$ cat src/rtl/tagged_table_pkg.sv
// Shared types for the tagged-table SRAM port arbiter.
package tagged_table_pkg;

  localparam int TT_ADDR_W = 9;
  localparam int TT_DATA_W = 12;

  typedef struct packed {
    logic [TT_ADDR_W-1:0] addr;
    logic [TT_DATA_W-1:0] data;
    logic [TT_DATA_W-1:0] mask;
  } tt_wr_entry_t;

  typedef enum logic [1:0] {
    IDLE,
    RD,
    WR
  } tt_grant_e;

endpackage

$ cat src/rtl/tagged_table_wq.sv
// Deferred-update write queue with an oldest-to-newest forward merge for lookups.
module tagged_table_wq
  import tagged_table_pkg::*;
#(
  parameter int ADDR_W = TT_ADDR_W,
  parameter int DATA_W = TT_DATA_W,
  parameter int QDEPTH = 4,
  localparam int PTR_W = $clog2(QDEPTH),
  localparam int CNT_W = PTR_W + 1
) (
  input  logic              clock,
  input  logic              reset_n,
  input  logic              enq,
  input  logic [ADDR_W-1:0] enq_addr,
  input  logic [DATA_W-1:0] enq_data,
  input  logic [DATA_W-1:0] enq_mask,
  input  logic              deq,
  output logic [ADDR_W-1:0] head_addr,
  output logic [DATA_W-1:0] head_data,
  output logic [DATA_W-1:0] head_mask,
  output logic [CNT_W-1:0]  count,
  input  logic [ADDR_W-1:0] lookup_addr,
  output logic [DATA_W-1:0] fwd_data,
  output logic [DATA_W-1:0] fwd_mask
);

  logic [ADDR_W-1:0] addr_q [QDEPTH];
  logic [DATA_W-1:0] data_q [QDEPTH];
  logic [DATA_W-1:0] mask_q [QDEPTH];
  logic [PTR_W-1:0]  rd_ptr;
  logic [PTR_W-1:0]  wr_ptr;

  always_ff @(posedge clock or negedge reset_n) begin
    if (!reset_n) begin
      rd_ptr <= '0;
      wr_ptr <= '0;
      count  <= '0;
    end else begin
      if (enq) wr_ptr <= wr_ptr + 1'b1;
      if (deq) rd_ptr <= rd_ptr + 1'b1;
      count <= count + CNT_W'(enq) - CNT_W'(deq);
    end
  end

  // Payload storage needs no reset: only slots counted as valid are ever read.
  always_ff @(posedge clock) begin
    if (enq) begin
      addr_q[wr_ptr] <= enq_addr;
      data_q[wr_ptr] <= enq_data;
      mask_q[wr_ptr] <= enq_mask;
    end
  end

  assign head_addr = addr_q[rd_ptr];
  assign head_data = data_q[rd_ptr];
  assign head_mask = mask_q[rd_ptr];

  // Walk from the head so newer entries overwrite older ones bit by bit.
  always_comb begin
    logic [PTR_W-1:0] idx;
    fwd_data = '0;
    fwd_mask = '0;
    idx      = '0;
    for (int i = 0; i < QDEPTH; i++) begin
      idx = rd_ptr + PTR_W'(i);
      if ((CNT_W'(i) < count) && (addr_q[idx] == lookup_addr)) begin
        fwd_data = (fwd_data & ~mask_q[idx]) | (data_q[idx] & mask_q[idx]);
        fwd_mask = fwd_mask | mask_q[idx];
      end
    end
  end

endmodule

$ cat src/rtl/tagged_table_port_arb.sv
// Merges predictor lookups and queued updates onto the single RW port of the
// tagged-table SRAM; reads win unless the queue is full or writes are starved.
module tagged_table_port_arb
  import tagged_table_pkg::*;
#(
  parameter int ADDR_W     = TT_ADDR_W,
  parameter int DATA_W     = TT_DATA_W,
  parameter int QDEPTH     = 4,
  parameter int STARVE_LIM = 8
) (
  input  logic              clock,
  input  logic              reset_n,
  input  logic              rd_valid,
  output logic              rd_ready,
  input  logic [ADDR_W-1:0] rd_addr,
  output logic              rsp_valid,
  output logic [DATA_W-1:0] rsp_data,
  input  logic              wr_valid,
  output logic              wr_ready,
  input  logic [ADDR_W-1:0] wr_addr,
  input  logic [DATA_W-1:0] wr_data,
  input  logic [DATA_W-1:0] wr_mask,
  output logic              sram_en,
  output logic              sram_wmode,
  output logic [ADDR_W-1:0] sram_addr,
  output logic [DATA_W-1:0] sram_wdata,
  output logic [DATA_W-1:0] sram_wmask,
  input  logic [DATA_W-1:0] sram_rdata
);

  localparam int CNT_W = $clog2(QDEPTH) + 1;
  localparam int SC_W  = $clog2(STARVE_LIM + 1);

  logic [CNT_W-1:0]  count;
  logic [ADDR_W-1:0] head_addr;
  logic [DATA_W-1:0] head_data;
  logic [DATA_W-1:0] head_mask;
  logic [DATA_W-1:0] fwd_data;
  logic [DATA_W-1:0] fwd_mask;
  logic [DATA_W-1:0] fwd_data_q;
  logic [DATA_W-1:0] fwd_mask_q;
  logic [SC_W-1:0]   starve_cnt;
  logic              q_empty;
  logic              force_wr;
  logic              enq;
  tt_grant_e         grant;

  assign q_empty  = (count == '0);
  assign force_wr = (count == CNT_W'(QDEPTH)) | (starve_cnt == SC_W'(STARVE_LIM));
  assign rd_ready = !force_wr;
  assign wr_ready = (count != CNT_W'(QDEPTH));
  assign enq      = wr_valid & wr_ready;

  tagged_table_wq #(
    .ADDR_W (ADDR_W),
    .DATA_W (DATA_W),
    .QDEPTH (QDEPTH)
  ) u_wq (
    .clock       (clock),
    .reset_n     (reset_n),
    .enq         (enq),
    .enq_addr    (wr_addr),
    .enq_data    (wr_data),
    .enq_mask    (wr_mask),
    .deq         (grant == WR),
    .head_addr   (head_addr),
    .head_data   (head_data),
    .head_mask   (head_mask),
    .count       (count),
    .lookup_addr (rd_addr),
    .fwd_data    (fwd_data),
    .fwd_mask    (fwd_mask)
  );

  // A starved counter is only reachable with a non-empty queue, but the
  // empty check keeps a forced grant from ever writing a stale head.
  always_comb begin
    grant = IDLE;
    if (force_wr && !q_empty) grant = WR;
    else if (!force_wr && rd_valid) grant = RD;
    else if (!q_empty) grant = WR;
  end

  always_comb begin
    sram_en    = 1'b0;
    sram_wmode = 1'b0;
    sram_addr  = '0;
    sram_wdata = '0;
    sram_wmask = '0;
    case (grant)
      RD: begin
        sram_en   = 1'b1;
        sram_addr = rd_addr;
      end
      WR: begin
        sram_en    = 1'b1;
        sram_wmode = 1'b1;
        sram_addr  = head_addr;
        sram_wdata = head_data;
        sram_wmask = head_mask;
      end
      default: ;
    endcase
  end

  always_ff @(posedge clock or negedge reset_n) begin
    if (!reset_n) begin
      starve_cnt <= '0;
      rsp_valid  <= 1'b0;
      fwd_data_q <= '0;
      fwd_mask_q <= '0;
    end else begin
      if (grant == WR || q_empty) starve_cnt <= '0;
      else if (grant == RD && starve_cnt != SC_W'(STARVE_LIM)) starve_cnt <= starve_cnt + 1'b1;
      rsp_valid <= (grant == RD);
      if (grant == RD) begin
        fwd_data_q <= fwd_data;
        fwd_mask_q <= fwd_mask;
      end
    end
  end

  assign rsp_data = rsp_valid ? ((sram_rdata & ~fwd_mask_q) | (fwd_data_q & fwd_mask_q)) : '0;

endmodule

$ cat config.mk
export PLATFORM = sky130hd
export DESIGN_NAME = tagged_table_port_arb
export DESIGN_NICKNAME = d
export VERILOG_FILES = /design/src/rtl/tagged_table_pkg.sv /design/src/rtl/tagged_table_wq.sv /design/src/rtl/tagged_table_port_arb.sv
export SDC_FILE = /design/constraint.sdc
export NUM_CORES = 1
export LEC_CHECK = 0
export CAP_MARGIN = 10
export CORE_ASPECT_RATIO = 0.9
export CORE_MARGIN = 2
export CORE_UTILIZATION = 55
export DETAILED_ROUTE_END_ITERATION = 12
export DONT_BUFFER_PORTS = 1
export PLACE_DENSITY = 0.74
export SYNTH_ARGS = -nofsm -noshare
export SYNTH_HDL_FRONTEND = slang
export SYNTH_SLANG_ARGS = --single-unit
$ cat constraint.sdc
create_clock -name clock -period 2.95 [get_ports clock]
set_clock_uncertainty 0.15 [all_clocks]
set_input_delay 0 -clock clock [delete_from_list [all_inputs] [get_ports clock]]
set_output_delay 0 -clock clock [all_outputs]
set_load 0.02 [all_outputs]
==> results of run 1 <==
## worst min-delay path by stage
stage | from | to | slack, ns
final | sram_rdata[8] | rsp_data[8] | 0.08
after global routing | rd_addr[0] | sram_addr[0] | 0.09
after CTS | rd_addr[6] | fwd_mask_q[6]$_DFFE_PN0P_ | 0.05
after detailed placement | reset_n | starve_cnt[2]$_DFFE_PN0P_ | -0.44
after global placement | reset_n | starve_cnt[2]$_DFFE_PN0P_ | -0.44
after floorplan | reset_n | fwd_data_q[0]$_DFFE_PN0P_ | -0.45
## worst max-delay path, stage by stage, from the launching register on
cell and delay, ns:
dfrtp_4 0.57, buf_4 0.18, buf_4 0.17, mux4_2 0.32
xnor2_2 0.17, nand4_1 0.14, buf_4 0.20, a2111oi_4 0.39
mux2i_1 0.28, o21ai_1 0.09, o31a_1 0.24
## metal layers
layer  wire length [um]  track usage, %
met4                505            8.52
met3               2070            7.44
met5                  0               0
met2              11900            42.5
met1              11000            35.3
## flip-flops by register name, summed over array words and instances, names as in the netlist
name,cells
u_wq.data_q,48
u_wq.addr_q,36
fwd_data_q,12
starve_cnt,4
rsp_valid,1
u_wq.wr_ptr,2
u_wq.count,3
u_wq.mask_q,48
u_wq.rd_ptr,2
fwd_mask_q,12
## cell families after synthesis
group / after synthesis / synth area share (%)
AOI/OAI and AO/OA: 200 / 14.0
adders and majority gates: 11 / 1.44
xor gates and xnor gates: 47 / 4.09
and+or+nand+nor: 258 / 11.8
muxes: 147 / 16.7
DFF: 168 / 48.3
buffers and inverters: 84 / 3.72
## through the flow
step                      utilization, %  power [mW]  cell area (um^2)  hold slack [ns]  setup WS (ns)
after floorplan                        -        7.61             10100           -0.446         0.0392
after global placement              59.7        9.02             10600           -0.445         0.0302
after detailed placement            59.7        9.11             10600           -0.445        -0.0359
after CTS                           65.3        11.3             11600           0.0533       -0.00417
after global routing                65.9        12.2             11700           0.0862         -0.147
final                               66.0        11.5             11700           0.0771        -0.0657
## final cells by class
cell class	instances	area [um^2]
inverter	17	66.3
clock buffer	18	429
tap	240	300
fill	1365	6050
antenna	2	5.00
clock inverter	14	118
timing repair buffer	113	1020
sequential	168	4870
multi-input combinational	663	4920
## synthesized netlist by cell type, types with 17 or more instances
cell / number / area [um^2]
edfxtp_1: 132 / 3960
mux2i_1: 99 / 991
nand2_1: 94 / 353
nor2_1: 76 / 285
o21ai_0: 41 / 205
dfrtp_1: 36 / 901
mux2_2: 36 / 405
xnor2_1: 33 / 289
a21oi_1: 32 / 160
clkbuf_1: 30 / 113
nor2b_1: 23 / 144
o211ai_1: 19 / 143
buf_2: 17 / 85.1
## repair_timing
action,4_1_cts,5_1_grt
hold buffers,39,0
endpoints found under the setup margin,10,28
gates resized for setup,6,19
buffers inserted,0,7
pin swaps,0,3
endpoints found under the hold margin,180,0
## power by group
part	total, mW	internal, mW	switching [mW]
Clock	2.08	1.10	0.984
Sequential	3.44	3.11	0.331
Combinational	5.99	2.38	3.61
==> summary.txt, run 1 <==
Clock tree
  • CTS tree: yes
  • CTS Buffer Depth: 2
  • Root Buffer: clkbuf_16
  • Clock network latency to the later pin of the worst-skew pair: 0.44 ns
  • # H-tree levels: 4
  • # clock sinks: 168
  • Cts bufs inserted: 17
  • Clk slew on worst S/H paths: 0.07 ns

Power and ir drop
  • Maximum vdd ir drop: 0.527 mV
  • P_leak: 4.37 nW
  • Pwr dens: 981 nW/um^2

Global routing
  • Largest net degree at the start of global routing: 89
  • Initial antenna violation count: 2
  • First-pass GRT wire length: 39.8 mm
  • Remaining Overflow, GRT: 0
  • Total GRT Usage: 26.5%
  • Vias in the first global route: 7227

Setup path
  • Crit-path max FO: 13
  • Setup crit start: u_wq.rd_ptr[1]$_DFFE_PN0N_
  • Arrival @ worst endpoint: 3.19 ns
  • R2R Path Start: u_wq.rd_ptr[1]$_DFFE_PN0N_
  • Endpoint class of the critical path: flop
  • CP startpoint kind: flop
  • R2R Setup Slk: -0.07 ns
  • Critical path required time: 3.12 ns
  • Kind of critical path: reg -> reg
  • RR Endpoint: fwd_data_q[5]$_DFFE_PN0P_
  • Worst r2r path cells: 10
  • CP endpoint: fwd_data_q[5]$_DFFE_PN0P_

STA
  • Fmax: 332 MHz
  • Final worst-path setup slack: -0.0657 ns
  • RSZ-0062 raised after global routing: yes
  • Worst slew pin tran: 1.03 ns
  • Final setup TNS: -0.105 ns
  • Slew Viols, Final: 0
  • Final min period: 3.02 ns
  • Final period utilization: 102%
  • Relative slew slack: 31.3%
  • Final setup viols: 3
  • Final Hold Viols: 0

Yosys
  • Yosys cell types: 69
  • Post-Syn Nets: 984
  • FFs w/ async S/R, synth: 21.4%
  • Post-synth EDFFs: 132
  • Ys flop type: edfxtp_1
  • Register area share after synthesis: 48.3%
  • Post-Syn Instances: 915
  • Count of state elements after synthesis: 168
  • Avg Synthesized Cell Area: 11.0 um^2
  • Synth warnings: 0
  • Mapped cell area: 10100 um^2

Run
  • Max cap viols: 0

Route
  • Vias per inst: 6.04
  • Via Count: 7460
  • First DRT Iteration DRCs: 560
  • TritonRoute pass-1 iters: 8
  • Routed length per placed instance: 20.6 um
  • Residual DRC count: 0
  • Antenna-violating nets left: 0
  • Total Wirelength: 25.4 mm

Min path
  • Hold Path Class: in -> out
  • Hold path depth: 2

Place
  • Routability congestion estimate: 0.859
  • HPWL after detailed placement: 16.6 mm
  • Input/output buffers: 0
  • Dpl cells: 1155

Die
  • Floorplan row count: 46
  • Die height: 132 um
  • Initial Util: 56.6%
  • Core area: 17800 um^2
  • Die area: 19400 um^2
  • Die Wd: 147 um
  • # IOs: 108

Final layout
  • Commonest non-fill, non-tap cell in the layout: edfxtp_1
  • Area growth syn-to-layout: 16.5%
  • Final nets: 1049
  • Most frequent cells in the layout: edfxtp_1, mux2i_1, nand2_1
  • Layout cells sized above 1: 18.5%
  • Final Instance Count excl. Fillers: 1235

Run status
  • Failing checks: setup timing
  • Outcome: finished, violations left
No activity file was read; power rests on OpenSTA's default activity.
==> inputs of run 2 (changes only) <==
- CELL_PAD_IN_SITES_DETAIL_PLACEMENT: not set -> 0
- CELL_PAD_IN_SITES_GLOBAL_PLACEMENT: not set -> 1
- CORE_UTILIZATION: 55 -> 46
- PLACE_DENSITY: 0.74 -> 0.77
==> run 2 against run 1 <==
  * The flow still finishes with violations (setup timing)
  * Setup slack better by 0.016 ns
  * Critical path depth down 1
  * Non-clock buffer count grew 33
  * Register-to-register slack gained 0.02 ns
  * Clock power increased by 8%
  * First-iteration DRC count grew 21%
  * Largest cell class unchanged
  * Largest power group unchanged
==> summary.txt, run 2 (synthesized netlist as in run 1, its figures left out) <==
Final layout
  • Most frequent cells in the layout: edfxtp_1, nand2_1, mux2i_1, buf_4, nor2_1
  • Final Instance Count excl. Fillers: 1318
  • Commonest non-fill, non-tap cell in the layout: edfxtp_1
  • Area growth syn-to-layout: 23.3%
  • Fill count: 1863
  • Final nets: 1082
  • Layout cells sized above 1: 23.9%
  • Biggest regs: u_wq.data_q (48), u_wq.mask_q (48), u_wq.addr_q (36)

STA
  • Final period utilization: 102%
  • Relative slew slack: 50.4%
  • Final Hold Viols: 0
  • Final worst-path setup slack: -0.0501 ns
  • Final min period: 3.00 ns
  • Fmax: 333 MHz
  • Final setup viols: 4
  • Slew Viols, Final: 0
  • Worst slew pin tran: 0.743 ns
  • RSZ-0062 raised after global routing: yes

Route
  • Vias per inst: 5.79
  • Routed length per placed instance: 20.2 um
  • Via Count: 7633
  • Residual DRC count: 0
  • Antenna-violating nets left: 0
  • Total Wirelength: 26.6 mm
  • TritonRoute pass-1 iters: 5
  • First DRT Iteration DRCs: 676

Run status
  • Outcome: finished, violations left
  • Failing checks: setup timing

Min path
  • Hold path depth: 1
  • Hold Path Class: in -> reg

Global routing
  • Vias in the first global route: 7318
  • First-pass GRT wire length: 40.6 mm
  • Largest net degree at the start of global routing: 67
  • Total GRT Usage: 22.9%
  • Initial antenna violation count: 0
  • Remaining Overflow, GRT: 0

Die
  • Die Wd: 160 um
  • # IOs: 108
  • Floorplan row count: 51
  • Die area: 23100 um^2
  • Die height: 144 um
  • Core area: 21600 um^2
  • Initial Util: 46.7%

Clock tree
  • Root Buffer: clkbuf_16
  • Clock network latency to the later pin of the worst-skew pair: 0.43 ns
  • CTS Buffer Depth: 2
  • # clock sinks: 168
  • CTS tree: yes
  • Cts bufs inserted: 17
  • Clk slew on worst S/H paths: 0.06 ns
  • # H-tree levels: 4

Place
  • DP Worst Slack: -0.0426 ns
  • Dpl cells: 1229
  • HPWL after detailed placement: 17.9 mm
  • Routability congestion estimate: 0.855
  • Input/output buffers: 0

Setup path
  • Crit-path max FO: 8
  • CP startpoint kind: flop
  • Worst r2r path cells: 9
  • Critical path required time: 3.11 ns
  • Arrival @ worst endpoint: 3.16 ns
  • Endpoint class of the critical path: flop
  • Kind of critical path: reg -> reg

Power and ir drop
  • Sw Share: 41.4%
  • Internal: 7.14 mW
  • Maximum vdd ir drop: 0.506 mV
  • Register share of total power: 28.1%
  • P_leak: 4.63 nW
  • Combinational share of power: 53.5%
  • Total Power Consumption: 12.2 mW
  • Switching pwr: 5.05 mW
  • Clock power frac: 18.4%
  • Pwr dens: 981 nW/um^2

Run
  • Max cap viols: 0
run 2: timing repair:
item,CTS,global route
gates resized for setup,6,65
endpoints found under the setup margin,17,38
pin swaps,0,25
hold buffers,39,0
endpoints found under the hold margin,182,0
gates cloned,0,1
buffers inserted,0,16
run 2: worst max-delay path, cell delays in order (launching register included):
cell	delay, ns
dfrtp_4	0.51
buf_12	0.14
mux4_2	0.42
xor2_1	0.18
nor4_4	0.30
o21ai_2	0.15
or2_4	0.30
or3_1	0.41
a211oi_2	0.25
o21ai_1	0.08
run 2: final cells by class:
cell class	count	area (um^2)	area share [%]
diodes	1	2.50	0.0202
clock buffers	21	472	3.80
clock inverters	11	120	0.967
inverters	17	71.3	0.574
multi-input cells	663	5120	41.3
flip-flops and latches	168	4870	39.2
well taps	291	364	2.93
repair buffers	146	1390	11.2
run 2: per-stage QoR:
stage | setup TNS (ns) | utilization, % | cell area, um^2 | hold slack, ns
global placement | 0 | 50.5 | 10900 | -0.444
floorplan | 0 | - | 10100 | -0.446
detailed placement | -0.155 | 50.5 | 10900 | -0.444
finish | -0.0976 | 57.6 | 12400 | 0.0162
global route | -1.38 | 57.6 | 12400 | 0.0212
CTS | 0 | 55.4 | 11900 | 0.0174
run 2: power by group through the flow:
stage | Clock [mW] | Sequential, mW | Combinational (mW)
2_1_floorplan | 0 | 3.33 | 4.28
3_3_place_gp | 0 | 3.46 | 5.90
3_5_place_dp | 0 | 3.48 | 5.92
4_1_cts | 2.26 | 3.43 | 6.07
5_1_grt | 2.36 | 3.48 | 7.08
6_report | 2.24 | 3.43 | 6.52
run 2: final timing paths:
path	slack [ns]	endpoint	start
min in group asynchronous	0.49	starve_cnt[0]$_DFFE_PN0P_	reset_n
hold / removal	0.02	u_wq.addr_q[1][4]$_DFFE_PP_	wr_valid
setup / recovery	-0.05	fwd_data_q[0]$_DFFE_PN0P_	u_wq.rd_ptr[0]$_DFFE_PN0N_
max in group asynchronous	1.90	u_wq.rd_ptr[1]$_DFFE_PN0N_	reset_n
hold reg to reg	0.34	starve_cnt[0]$_DFFE_PN0P_	starve_cnt[0]$_DFFE_PN0P_
setup reg to reg	-0.05	fwd_data_q[0]$_DFFE_PN0P_	u_wq.rd_ptr[0]$_DFFE_PN0N_
run 2: per-layer routing:
metal | GRT usage (%) | part of all wire [%] | wire (um)
met1 | 31.0 | 45 | 11900
met2 | 38.3 | 48 | 12800
met3 | 4.85 | 6.2 | 1650
met4 | 5.07 | 1.3 | 357
met5 | 0 | 0 | 0
